$ cat config.mk
export PLATFORM = sky130hd
export DESIGN_NAME = yuv2rgb_mem_master
export DESIGN_NICKNAME = d
export VERILOG_FILES = /design/src/rtl/yuv_rgb_pkg.sv /design/src/rtl/yuv2rgb_pipe.sv /design/src/rtl/yuv2rgb_mem_master.sv
export SDC_FILE = /design/constraint.sdc
export NUM_CORES = 1
export LEC_CHECK = 0
export CORE_MARGIN = 2
export CORE_UTILIZATION = 49
export DETAILED_ROUTE_END_ITERATION = 7
export DONT_BUFFER_PORTS = 1
export PLACE_DENSITY = 0.65
export SYNTH_ARGS = -nofsm -noshare
export SYNTH_HDL_FRONTEND = slang
export SYNTH_HIERARCHICAL = 1
export SYNTH_SLANG_ARGS = --single-unit
$ cat constraint.sdc
create_clock -name clk -period 10.7 [get_ports clk]
set_input_delay 2.14 -clock clk [delete_from_list [all_inputs] [get_ports clk]]
set_output_delay 2.14 -clock clk [all_outputs]
set_load 0.005 [all_outputs]
$ cat src/rtl/yuv_rgb_pkg.sv
// Shared definitions for the YUV->RGB converter and its memory master.
// Holds the BT.601 full-range Q8 coefficients, the rounding and chroma
// offsets, the master FSM state type and the 8-bit clamp helper.
package yuv_rgb_pkg;

  localparam int DATA_W = 8;   // Y/U/V and per-channel RGB width
  localparam int COEF_W = 18;  // stage-2 product width
  localparam int CH_W   = 11;  // stage-3 channel width before clamping
  localparam int Q_FRAC = 8;   // fractional bits of the coefficients

  localparam int K_RV   = 359;
  localparam int K_GU   = 88;
  localparam int K_GV   = 183;
  localparam int K_BU   = 454;
  localparam int ROUND  = 128;
  localparam int OFFSET = 128;

  typedef enum logic [1:0] {
    ST_IDLE,
    ST_RUN,
    ST_DRAIN,
    ST_DONE
  } state_t;

  // Saturate a signed channel value to the 0..255 range.
  function automatic logic [7:0] clamp_u8(input logic signed [CH_W-1:0] x);
    if (x < 0) begin
      return 8'd0;
    end else if (x > 11'sd255) begin
      return 8'hFF;
    end else begin
      return x[7:0];
    end
  endfunction

endpackage

$ cat src/rtl/yuv2rgb_pipe.sv
// Three-stage YUV -> RGB888 datapath (BT.601 full range, Q8 fixed point).
// A pixel presented with i_vld=1 appears on o_rgb with o_vld=1 three clocks
// later. o_rgb only changes on valid pixels, so bubbles leave it holding.
// Ports:
//   clk, rst     clock, synchronous active-high reset (valid bits, o_rgb)
//   i_vld        input pixel valid
//   i_y/i_u/i_v  luma and chroma bytes
//   o_inflight   a pixel occupies stage 1 or stage 2
//   o_vld        stage-3 valid (output pixel strobe)
//   o_rgb        {R,G,B}
module yuv2rgb_pipe
  import yuv_rgb_pkg::*;
(
  input  logic                  clk,
  input  logic                  rst,
  input  logic                  i_vld,
  input  logic [DATA_W-1:0]     i_y,
  input  logic [DATA_W-1:0]     i_u,
  input  logic [DATA_W-1:0]     i_v,
  output logic                  o_inflight,
  output logic                  o_vld,
  output logic [3*DATA_W-1:0]   o_rgb
);

  logic signed [DATA_W:0]   w_ud;
  logic signed [DATA_W:0]   w_vd;
  logic signed [COEF_W-1:0] w_rt;
  logic signed [COEF_W-1:0] w_gt;
  logic signed [COEF_W-1:0] w_bt;
  logic signed [CH_W-1:0]   w_r;
  logic signed [CH_W-1:0]   w_g;
  logic signed [CH_W-1:0]   w_b;

  logic                     r_vld_p0;
  logic                     r_vld_p1;
  logic                     r_vld_p2;
  logic [DATA_W-1:0]        r_y_p0;
  logic [DATA_W-1:0]        r_y_p1;
  logic signed [DATA_W:0]   r_ud_p0;
  logic signed [DATA_W:0]   r_vd_p0;
  logic signed [COEF_W-1:0] r_rt_p1;
  logic signed [COEF_W-1:0] r_gt_p1;
  logic signed [COEF_W-1:0] r_bt_p1;
  logic [3*DATA_W-1:0]      r_rgb_p2;

  // Stage 1: centre the chroma around zero
  assign w_ud = (DATA_W+1)'($signed({1'b0, i_u}) - OFFSET);
  assign w_vd = (DATA_W+1)'($signed({1'b0, i_v}) - OFFSET);

  // Stage 2: Q8 products with the rounding constant folded in
  assign w_rt = COEF_W'(K_RV * int'(r_vd_p0) + ROUND);
  assign w_gt = COEF_W'(K_GU * int'(r_ud_p0) + K_GV * int'(r_vd_p0) + ROUND);
  assign w_bt = COEF_W'(K_BU * int'(r_ud_p0) + ROUND);

  // Stage 3: arithmetic shift floors the Q8 term before adding luma
  assign w_r = CH_W'(int'(r_y_p1) + int'(r_rt_p1 >>> Q_FRAC));
  assign w_g = CH_W'(int'(r_y_p1) - int'(r_gt_p1 >>> Q_FRAC));
  assign w_b = CH_W'(int'(r_y_p1) + int'(r_bt_p1 >>> Q_FRAC));

  always_ff @(posedge clk) begin
    if (rst) begin
      r_vld_p0 <= 1'b0;
      r_vld_p1 <= 1'b0;
      r_vld_p2 <= 1'b0;
      r_rgb_p2 <= '0;
    end else begin
      r_vld_p0 <= i_vld;
      r_vld_p1 <= r_vld_p0;
      r_vld_p2 <= r_vld_p1;
      if (r_vld_p1) begin
        r_rgb_p2 <= {clamp_u8(w_r), clamp_u8(w_g), clamp_u8(w_b)};
      end
    end
  end

  always_ff @(posedge clk) begin
    r_y_p0  <= i_y;
    r_ud_p0 <= w_ud;
    r_vd_p0 <= w_vd;
    r_y_p1  <= r_y_p0;
    r_rt_p1 <= w_rt;
    r_gt_p1 <= w_gt;
    r_bt_p1 <= w_bt;
  end

  assign o_inflight = r_vld_p0 | r_vld_p1;
  assign o_vld      = r_vld_p2;
  assign o_rgb      = r_rgb_p2;

endmodule

$ cat src/rtl/yuv2rgb_mem_master.sv
// Memory master that sweeps a frame of YUV addresses, converts each pixel
// to RGB888 through yuv2rgb_pipe and writes the results in address order.
// Ports:
//   clk, rst              clock, synchronous active-high reset
//   start                 frame request, honoured only when idle
//   pause                 suppresses new reads while high
//   busy                  frame in progress (RUN or DRAIN)
//   done                  one-cycle pulse after the last pixel write
//   mem_addr, mem_read    read address and strobe (data returns same cycle)
//   y_data/u_data/v_data  pixel bytes for mem_addr
//   rgb, mem_write        converted pixel and its write strobe
module yuv2rgb_mem_master
  import yuv_rgb_pkg::*;
#(
  parameter int                ADDR_W       = 32,
  parameter int                FRAME_PIXELS = 4194304,
  parameter logic [ADDR_W-1:0] BASE_ADDR    = '0
) (
  input  logic              clk,
  input  logic              rst,
  input  logic              start,
  input  logic              pause,
  output logic              busy,
  output logic              done,
  output logic [ADDR_W-1:0] mem_addr,
  output logic              mem_read,
  input  logic [7:0]        y_data,
  input  logic [7:0]        u_data,
  input  logic [7:0]        v_data,
  output logic [23:0]       rgb,
  output logic              mem_write
);

  localparam int CNT_W = (FRAME_PIXELS > 1) ? $clog2(FRAME_PIXELS) : 1;
  localparam logic [CNT_W-1:0] LAST = CNT_W'(FRAME_PIXELS - 1);

  state_t            r_state;
  state_t            w_state_nxt;
  logic [ADDR_W-1:0] r_addr;
  logic [CNT_W-1:0]  r_count;
  logic              w_mem_read;
  logic              w_busy;
  logic              w_done;
  logic              w_inflight;
  logic              w_pipe_vld;
  logic [23:0]       w_pipe_rgb;

  always_ff @(posedge clk) begin
    if (rst) begin
      r_state <= ST_IDLE;
    end else begin
      r_state <= w_state_nxt;
    end
  end

  always_comb begin
    w_state_nxt = r_state;
    w_mem_read  = 1'b0;
    w_busy      = 1'b0;
    w_done      = 1'b0;
    case (r_state)
      ST_IDLE: begin
        if (start) begin
          w_state_nxt = ST_RUN;
        end
      end
      ST_RUN: begin
        w_busy     = 1'b1;
        w_mem_read = !pause;
        if (w_mem_read && (r_count == LAST)) begin
          w_state_nxt = ST_DRAIN;
        end
      end
      ST_DRAIN: begin
        w_busy = 1'b1;
        // The stage-3 pixel is written out this cycle, so only stages 1
        // and 2 need to be empty; done then follows the last write directly.
        if (!w_inflight) begin
          w_state_nxt = ST_DONE;
        end
      end
      ST_DONE: begin
        w_done      = 1'b1;
        w_state_nxt = ST_IDLE;
      end
      default: begin
        w_state_nxt = ST_IDLE;
      end
    endcase
  end

  always_ff @(posedge clk) begin
    if (rst) begin
      r_addr  <= BASE_ADDR;
      r_count <= '0;
    end else if ((r_state == ST_IDLE) && start) begin
      r_addr  <= BASE_ADDR;
      r_count <= '0;
    end else if (w_mem_read) begin
      r_addr  <= r_addr + ADDR_W'(1);
      r_count <= r_count + CNT_W'(1);
    end else if (r_state == ST_DONE) begin
      r_addr  <= BASE_ADDR;
    end
  end

  yuv2rgb_pipe u_pipe (
    .clk        (clk),
    .rst        (rst),
    .i_vld      (w_mem_read),
    .i_y        (y_data),
    .i_u        (u_data),
    .i_v        (v_data),
    .o_inflight (w_inflight),
    .o_vld      (w_pipe_vld),
    .o_rgb      (w_pipe_rgb)
  );

  assign busy      = w_busy;
  assign done      = w_done;
  assign mem_addr  = r_addr;
  assign mem_read  = w_mem_read;
  assign rgb       = w_pipe_rgb;
  assign mem_write = w_pipe_vld;

endmodule

After elaboration in Yosys (flattened, before gate mapping). Cells that the tools add are included.

Flip-flop bits (word level): 171. Input port bits: 28. Output and inout port bits: 60. Word-level logic and storage cells: 66.

Add/subtract/negate cells: 11. Multipliers: 4. $lt $le $gt $ge: 6. Eq/ne operators: 7. Multiplexer cells: 15. Bitwise logic cells: 1. Reduce and logical (&&, ||, !) cells: 8.

Operators by type and width (number): 2-to-1 mux 32 bit (2); adder 18 x 9 -> 18 bit (second input constant) (3); 2-to-1 mux 8 bit (6); greater-than comparator 11 x 9 -> 1 bit (second input constant) (3); < comparator 11 x 1 -> 1 bit (second input constant) (3); adder 32 x 1 -> 32 bit (second input constant) (1); adder 22 x 1 -> 22 bit (second input constant) (1); adder 9 x 10 -> 11 bit (2); == test 22 bit (second input constant) (1); adder 18 bit (1); multiplier 10 x 9 -> 18 bit (first input constant) (1); multiplier 9 x 9 -> 18 bit (first input constant) (1); subtractor 8 x 8 -> 9 bit (second input constant) (2); multiplier 9 x 9 -> 17 bit (first input constant) (1); multiplier 5 x 9 -> 14 bit (first input constant) (1); subtractor 9 x 10 -> 11 bit (1); one-hot mux 2 bit (4 select lines) (1); 2-to-1 mux 2 bit (3); inequality test 2 bit (second input constant) (3); == test 2 bit (second input constant) (2); OR reduction 2 bit (2); 2-to-1 mux 1 bit (3); AND reduction 3 bit (1); == test 2 x 1 -> 1 bit (second input constant) (1); 5 further kinds (6).

Logic depth before layout (Yosys ltp). Gate-level depths: netlist of run 1.

Depth after elaboration: 4. Depth in mapped cells: 24. Depth with buffers taken out: 24.

Hierarchy. Netlist of run 1, hierarchy kept.

By module, submodules not included: yuv2rgb_pipe (instances 1, cells each 892, area each 8595.7 sq um, seq. area each 1781.7 sq um); yuv2rgb_mem_master (instances 1, cells each 340, area each 2870.3 sq um, seq. area each 1121.1 sq um).

Worst setup path after synthesis of run 1. No wires, ideal clock.

Path type: register to register. Start point: reg u_pipe.r_ud_p0[3]. End point: reg u_pipe.r_gt_p1[17]. Library setup time: 0.072 ns. Arrival: 5.056 ns. Path slack: 5.572 ns. Stages on the path, launching flop included: 21. Buffers on the path: 0. Cells stage by stage: dfxtp_1 -> ha_1 -> fa_1 -> ha_1 -> a21oi_1 -> xnor2_1 -> fa_1 -> inv_1 -> fa_1 -> inv_1 -> fa_1 -> inv_1 -> ha_1 -> a21oi_1 -> o211ai_1 -> a21oi_1 -> o21ai_2 -> o41ai_4 -> nor2_1 -> a211oi_1 -> xnor2_1.

Longest elaborated chain between the ends: 3.

RTL lines: start: declaration (RTL line yuv2rgb_pipe.sv:39) `logic signed [DATA_W:0] r_ud_p0;`; start signal: assignment (RTL line yuv2rgb_pipe.sv:78) `r_ud_p0 <= w_ud;`; multiplier 5 x 9 -> 14 bit (RTL line yuv2rgb_pipe.sv:52) `assign w_gt = COEF_W'(K_GU * int'(r_ud_p0) + K_GV * int'(r_vd_p0) + ROUND);`; adder 18 bit (RTL line yuv2rgb_pipe.sv:52); adder 18 x 9 -> 18 bit (RTL line yuv2rgb_pipe.sv:52); via u_pipe.w_gt[17] (RTL line yuv2rgb_pipe.sv:28) `logic signed [COEF_W-1:0] w_gt;`; end signal: assignment (RTL line yuv2rgb_pipe.sv:82) `r_gt_p1 <= w_gt;`; end: declaration (RTL line yuv2rgb_pipe.sv:42) `logic signed [COEF_W-1:0] r_gt_p1;`.

The timed path passes the listed nets, and every way through them passes these cells. A chain may end at the register's enable or synchronous reset.

Final worst setup path of run 1. Same ends and word-level chain as after synthesis.

==> results of run 1 <==
==> where the power goes <==
part | internal, mW | leakage (nW) | switching (mW)
clock | 0.313 | 0.283 | 0.273
combinational | 0.714 | 4.28 | 0.891
sequential | 0.633 | 1.19 | 0.0524
total | 1.66 | 5.76 | 1.22
==> cell usage after synthesis (12+ instances only) <==
cell      count  area share (%)
nor3_1       19            0.83
a221o_1      17             1.5
a21oi_1      62             2.7
or3_1        15            0.82
clkbuf_1     16            0.52
inv_1       195             6.4
o21a_1       12            0.79
nand2b_1     24             1.3
fa_1         72              13
nor2_1       69             2.3
nor2b_1      16            0.87
xnor2_1      55             4.2
ha_1        180              20
nand2_1      69             2.3
dfxtp_1     145              25
o21ai_0      21            0.92
xor2_1       21             1.6
mux2i_1      17             1.5
a31oi_1      12            0.65
nand4_1      21             1.1
nand3_1      27             1.2
==> critical path: stages, from the launching register on <==
cell	delay, ns
dfxtp_1	0.49
ha_1	0.31
fa_1	0.46
ha_1	0.34
a21oi_1	0.24
xnor2_1	0.12
fa_1	0.49
inv_1	0.05
fa_1	0.47
inv_1	0.05
fa_1	0.52
inv_1	0.04
ha_1	0.34
a21oi_1	0.16
o211ai_1	0.16
a21oi_1	0.34
o21ai_2	0.16
o41ai_4	0.29
nor2_1	0.09
a211oi_1	0.27
xnor2_1	0.16
==> registers in the layout, indices dropped and copies added, names as in the netlist <==
| signal | cells |
|---|---|
| u_pipe/r_vld_p0 | 1 |
| u_pipe/o_vld | 1 |
| r_state | 2 |
| u_pipe/r_y_p1 | 8 |
| u_pipe/r_vld_p1 | 1 |
| u_pipe/r_ud_p0 | 8 |
| u_pipe/r_gt_p1 | 10 |
| r_count | 22 |
| u_pipe/r_rt_p1 | 10 |
| u_pipe/o_rgb | 24 |
| u_pipe/r_y_p0 | 8 |
| u_pipe/r_vd_p0 | 8 |
| mem_addr | 32 |
| u_pipe/r_bt_p1 | 10 |
==> final timing paths <==
path	cells after the start	endpoint
max	20	u_pipe/r_gt_p1[17]$_DFF_P_
min	0	u_pipe/r_y_p1[4]$_DFF_P_
max reg2reg	20	u_pipe/r_gt_p1[17]$_DFF_P_
min reg2reg	0	u_pipe/r_y_p1[4]$_DFF_P_
==> stage by stage <==
step	utilization [%]	hold WS (ns)	instances	cell area, sq um
2_1_floorplan	-	0.310	1232	11500
3_3_place_gp	51.7	0.311	1525	11800
3_5_place_dp	51.7	0.313	1525	11800
4_1_cts	54.3	0.328	1557	12400
5_1_grt	54.3	0.326	1557	12400
6_report	54.3	0.322	1557	12400
==> kinds of logic after synthesis <==
logic type	after synthesis	share of synthesized area (%)
xor gates and xnor gates	77	6.00
muxes	18	1.58
buffers and inverters	219	7.35
AOI/OAI and AO/OA	203	12.8
DFF	145	25.3
and+or+nand+nor	318	14.7
adders and majority gates	252	32.2
==> cell type report <==
cell class	count	area, sq um	share of cell area [%]
sequential	145	2900	23.5
multi-input combinational	868	7720	62.4
clock inverter	15	169	1.37
clock buffer	17	425	3.44
inverter	196	736	5.95
timing repair buffer	3	22.5	0.182
tap	313	392	3.17
==> layer usage <==
layer  global-route usage (%)  wire length, microns
met1                     24.9                 10700
met2                     32.1                 10500
met3                     3.96                   873
met4                     5.72                   372
met5                        0                     0
==> flow_summary.yaml, run 1 <==
worst_hold_path:
  hold_start: "u_pipe/r_y_p0[4]$_DFF_P_"
  hold_path_class: "reg -> reg"
critical_path:
  r2r_slack_ns: 5.07
  critPathLaunchType: "flip-flop"
  crit_arrival_ns: 5.97
  worstPathRequired_ns: 11.05
  rr_startpoint: "u_pipe/r_ud_p0[3]$_DFF_P_"
  critPathMaxFanout: 7
  cp-end-kind: "flip-flop"
  worst-setup-path-type: "reg -> reg"
  crit_start: "u_pipe/r_ud_p0[3]$_DFF_P_"
final_layout:
  mostFrequentLayoutCells: "inv_1, ha_1, dfxtp_1"
  area_growth_pct: 7.86
  nets: 1511
  fillers: 2065
  drive_above_1_share_pct: 5.79
  layout_commonest_cell: "inv_1"
  antenna_cells: 0
route:
  drtPass1Iterations: 4
  vias: 8095
  first_iter_violations: 339
  ant_nets: 0
  drc_errors: 0
  wl_per_cell_microns: 14.4
  wl_mm: 22.5
  viasPerCell: 5.20
die:
  floorplan.die_area_sq_mm: 0.0246
  rows: 55
  die_w_microns: 157
  initial_core_util_pct: 50.3
  coreArea_sq_mm: 0.0228
  die_y_microns: 157
  io_pins: 88
cts:
  clkLatencyLatePin_ns: 0.43
  htree_levels: 4
  root_buffer: "clkbuf_16"
  clock_sinks: 145
  post_cts_buffers: 0
  postCtsResizedCells: 0
  ctsHoldBuffers: 0
  cts_buffers: 17
  cts_max_path_buffers: 2
  path_clk_slew_ns: 0.07
  cts_tree: "yes"
global_route:
  grt_pass1_wl_mm: 38.0
  grt_max_degree: 42
  grt_pass1_vias: 7979
  grtUsageTotal_pct: 19.1
  antenna_found_initial: 0
  grt-ovfl-total: 0
sta:
  slew_headroom_pct: 28.5
  rsz0062_at_grt: "no"
  hold_viol: 0
  fin_crit_sh_pct: 52.6
  period_needed_ns: 5.63
  drv_slew: 0
  finClkSkew_ns: 0.0117
  fin_tns_setup_ns: 0
  final.setup.worst_slack_ns: 5.07
  tightest_slew_ns: 1.06
  setup_viol: 0
  fmax_mhz: 178
logic_synthesis:
  seq_area_frac_synth_pct: 25.3
  synth-edff-count: 0
  ys_types: 73
  synth_area_sq_mm: 0.0115
  async_reset_ff_share_pct: 0
  synth-seq-cells: 145
  syn_nets: 1512
  avgSynthCellArea_sq_um: 9.31
  yosysWarnings: 6
  synth_top_flop_cell: "dfxtp_1"
  synth_cells: 1232
flow_run:
  drv_cap: 0
pwr:
  vdd_ir_drop_max_mv: 0.144
  leakage_nw: 5.76
  cellPowerDensity_mw_per_mm2: 233
  totalPowerFinal_mw: 2.88
place:
  place_congestion: 0.855
  post-place-ws_ns: 5.09
  place.port_buffers: 0
  dpl.hpwl_mm: 18.2
outcome:
  status: "complete, no violations"
No activity file was read; power rests on OpenSTA's default activity.
==> run 2: changes to the inputs <==
clock period = 5.8 ns   (was 10.7 ns; I/O delays follow)
==> run 2 against run 1 <==
  * Combinational power increased by 86%
  * Die area unchanged
  * Clock power increased by 88%
  * Largest power group unchanged
==> flow_summary.yaml, run 2 (same netlist as run 1, synthesis figures left out) <==
outcome:
  status: "complete, no violations"
sta:
  fin_crit_sh_pct: 94.0
  hold_viol: 0
  fin_tns_setup_ns: 0
  finClkSkew_ns: 0.0154
  tightest_slew_ns: 1.12
  rsz0062_at_grt: "no"
  fmax_mhz: 183
  period_needed_ns: 5.45
  drv_slew: 0
  slew_headroom_pct: 24.8
  setup_viol: 0
  whs_ns: 0.325
pwr:
  power_frac_clock_pct: 20.6
  combPwrFrac_pct: 55.9
  pwr-share-seq_pct: 23.6
  p_int_mw: 3.08
  swShare_pct: 42.5
  vdd_ir_drop_max_mv: 0.292
  switchingPower_mw: 2.28
  leakage_nw: 5.78
  cellPowerDensity_mw_per_mm2: 432
worst_hold_path:
  hold_path_class: "reg -> reg"
critical_path:
  crit_top_cell: "fa_1"
  critPathLaunchType: "flip-flop"
  max_stage_delay_ns: 0.53
  crit_arrival_ns: 5.81
  cp-end-kind: "flip-flop"
  crit_chain: "ha_1, fa_1, ha_1, a21oi_1, xnor2_1, fa_1, inv_1, fa_1, inv_1, fa_1, inv_1, ha_1, a21oi_1, o211ai_1, a21oi_2, o21ai_2, o41ai_4, nor2_1, a211oi_1, xnor2_1"
  worstPathRequired_ns: 6.15
  critPathSlowestCell: "fa_1"
  worst-setup-path-type: "reg -> reg"
  critPathMaxFanout: 7
place:
  place.port_buffers: 0
  place_congestion: 0.854
  dpl.hpwl_mm: 18.5
global_route:
  busiest_layer: "met2"
  grt_pass1_vias: 8197
  gr-usage-met1_pct: 25.1
  grtUsageMet2_pct: 33.6
  grtUsageTotal_pct: 19.6
  use_met3_pct: 4.13
  grt-ovfl-total: 0
  grt_pass1_wl_mm: 39.0
  grt_max_degree: 42
  antenna_found_initial: 0
cts:
  path_clk_slew_ns: 0.07
  post_cts_buffers: 0
  cts_buffers: 17
  cts_tree: "yes"
  ctsHoldBuffers: 0
  htree_levels: 4
  root_buffer: "clkbuf_16"
  clock_sinks: 145
  cts_max_path_buffers: 2
  clkLatencyLatePin_ns: 0.43
final_layout:
  drive_above_1_share_pct: 6.17
  fillers: 2041
  antenna_cells: 0
  largest_reg_flops: 32
  mostFrequentLayoutCells: "inv_1, ha_1, dfxtp_1"
  area_growth_pct: 8.22
  regArea_sq_mm: 0.00290
  layout_commonest_cell: "inv_1"
  multi_input_area_sq_mm: 0.00772
  nets: 1514
route:
  first_iter_violations: 498
  wl_per_cell_microns: 14.8
  viasPerCell: 5.23
  wl_mm: 23.0
  drc_errors: 0
  vias: 8159
  drtPass1Iterations: 4
  ant_nets: 0
die:
  rows: 55
  floorplan.die_area_sq_mm: 0.0246
  initial_core_util_pct: 50.3
  coreArea_sq_mm: 0.0228
  die_y_microns: 157
  die_w_microns: 157
  io_pins: 88
flow_run:
  drv_cap: 0
-- run 2: changes by cell type in the layout (fill, tap and decap cells not counted), sizes merged --
cell	previous run	this run
clkinv	6	7
clkinvlp	2	1
buf	3	6
-- run 2: worst paths after layout --
path,startpoint,to,slack (ns),cells past startpoint
setup / recovery,u_pipe/r_ud_p0[3]$_DFF_P_,u_pipe/r_gt_p1[17]$_DFF_P_,0.35,20
hold / removal,u_pipe/r_y_p0[3]$_DFF_P_,u_pipe/r_y_p1[3]$_DFF_P_,0.32,0
setup reg to reg,u_pipe/r_ud_p0[3]$_DFF_P_,u_pipe/r_gt_p1[17]$_DFF_P_,0.35,20
hold reg to reg,u_pipe/r_y_p0[3]$_DFF_P_,u_pipe/r_y_p1[3]$_DFF_P_,0.32,0
-- run 2: worst max-delay path, delay by kind of cell, from the launching register on --
kind	cells	cell delay, ns
AOI/OAI and AO/OA	7	1.49
adders and majority gates	7	2.93
DFF	1	0.48
buffers and inverters	3	0.14
and+or+nand+nor	1	0.09
xor gates and xnor gates	2	0.25
-- run 2: what timing repair did --
item,4_1_cts,5_1_grt
setup endpoints to repair,0,1
endpoints found under the hold margin,0,0
gates resized for setup,0,2
-- run 2: layer usage --
metal,up-vias,part of all wire (%),routed length [microns]
li1,4207,-,-
met1,3816,47,10700
met2,118,48,11100
met3,18,4.1,935
met4,0,1.4,325
met5,-,0,0
-- run 2: final cells by class --
cell class / instances / share of cell area, %
Multi-Input combinational cell: 868 / 62.2
Sequential cell: 145 / 23.4
Inverter: 196 / 5.93
Clock buffer: 17 / 3.43
Tap cell: 313 / 3.16
Clock inverter: 15 / 1.47
Timing Repair Buffer: 6 / 0.363
-- run 2: power by group through the flow --
stage	clock network, mW	logic [mW]	registers (mW)
2_1_floorplan	0	2.42	1.25
3_3_place_gp	0	2.89	1.28
3_5_place_dp	0	2.96	1.29
4_1_cts	1.13	2.99	1.26
5_1_grt	1.17	3.43	1.28
6_report	1.10	3.00	1.26
-- run 2: stage by stage --
step / cells / total power, mW / instance area, sq um / setup WS [ns] / util [%]
3_5_place_dp: 1528 / 4.24 / 11800 / 0.309 / 51.8
3_3_place_gp: 1528 / 4.17 / 11800 / 0.414 / 51.8
4_1_cts: 1560 / 5.38 / 12400 / 0.287 / 54.5
5_1_grt: 1560 / 5.87 / 12400 / 0.0251 / 54.5
2_1_floorplan: 1232 / 3.68 / 11500 / 0.672 / -
6_report: 1560 / 5.36 / 12400 / 0.350 / 54.5
==> run 3: changes to the inputs <==
--- a/constraint.sdc
+++ b/constraint.sdc
@@ -3,2 +3,2 @@
 set_output_delay 1.16 -clock clk [all_outputs]
-set_load 0.005 [all_outputs]
+set_load 0.05 [all_outputs]
==> results of run 3 <==
The final DEF is identical to that of run 2. Status: complete, no violations.
Main changes from that run: total power 5.36 mW -> 5.43 mW
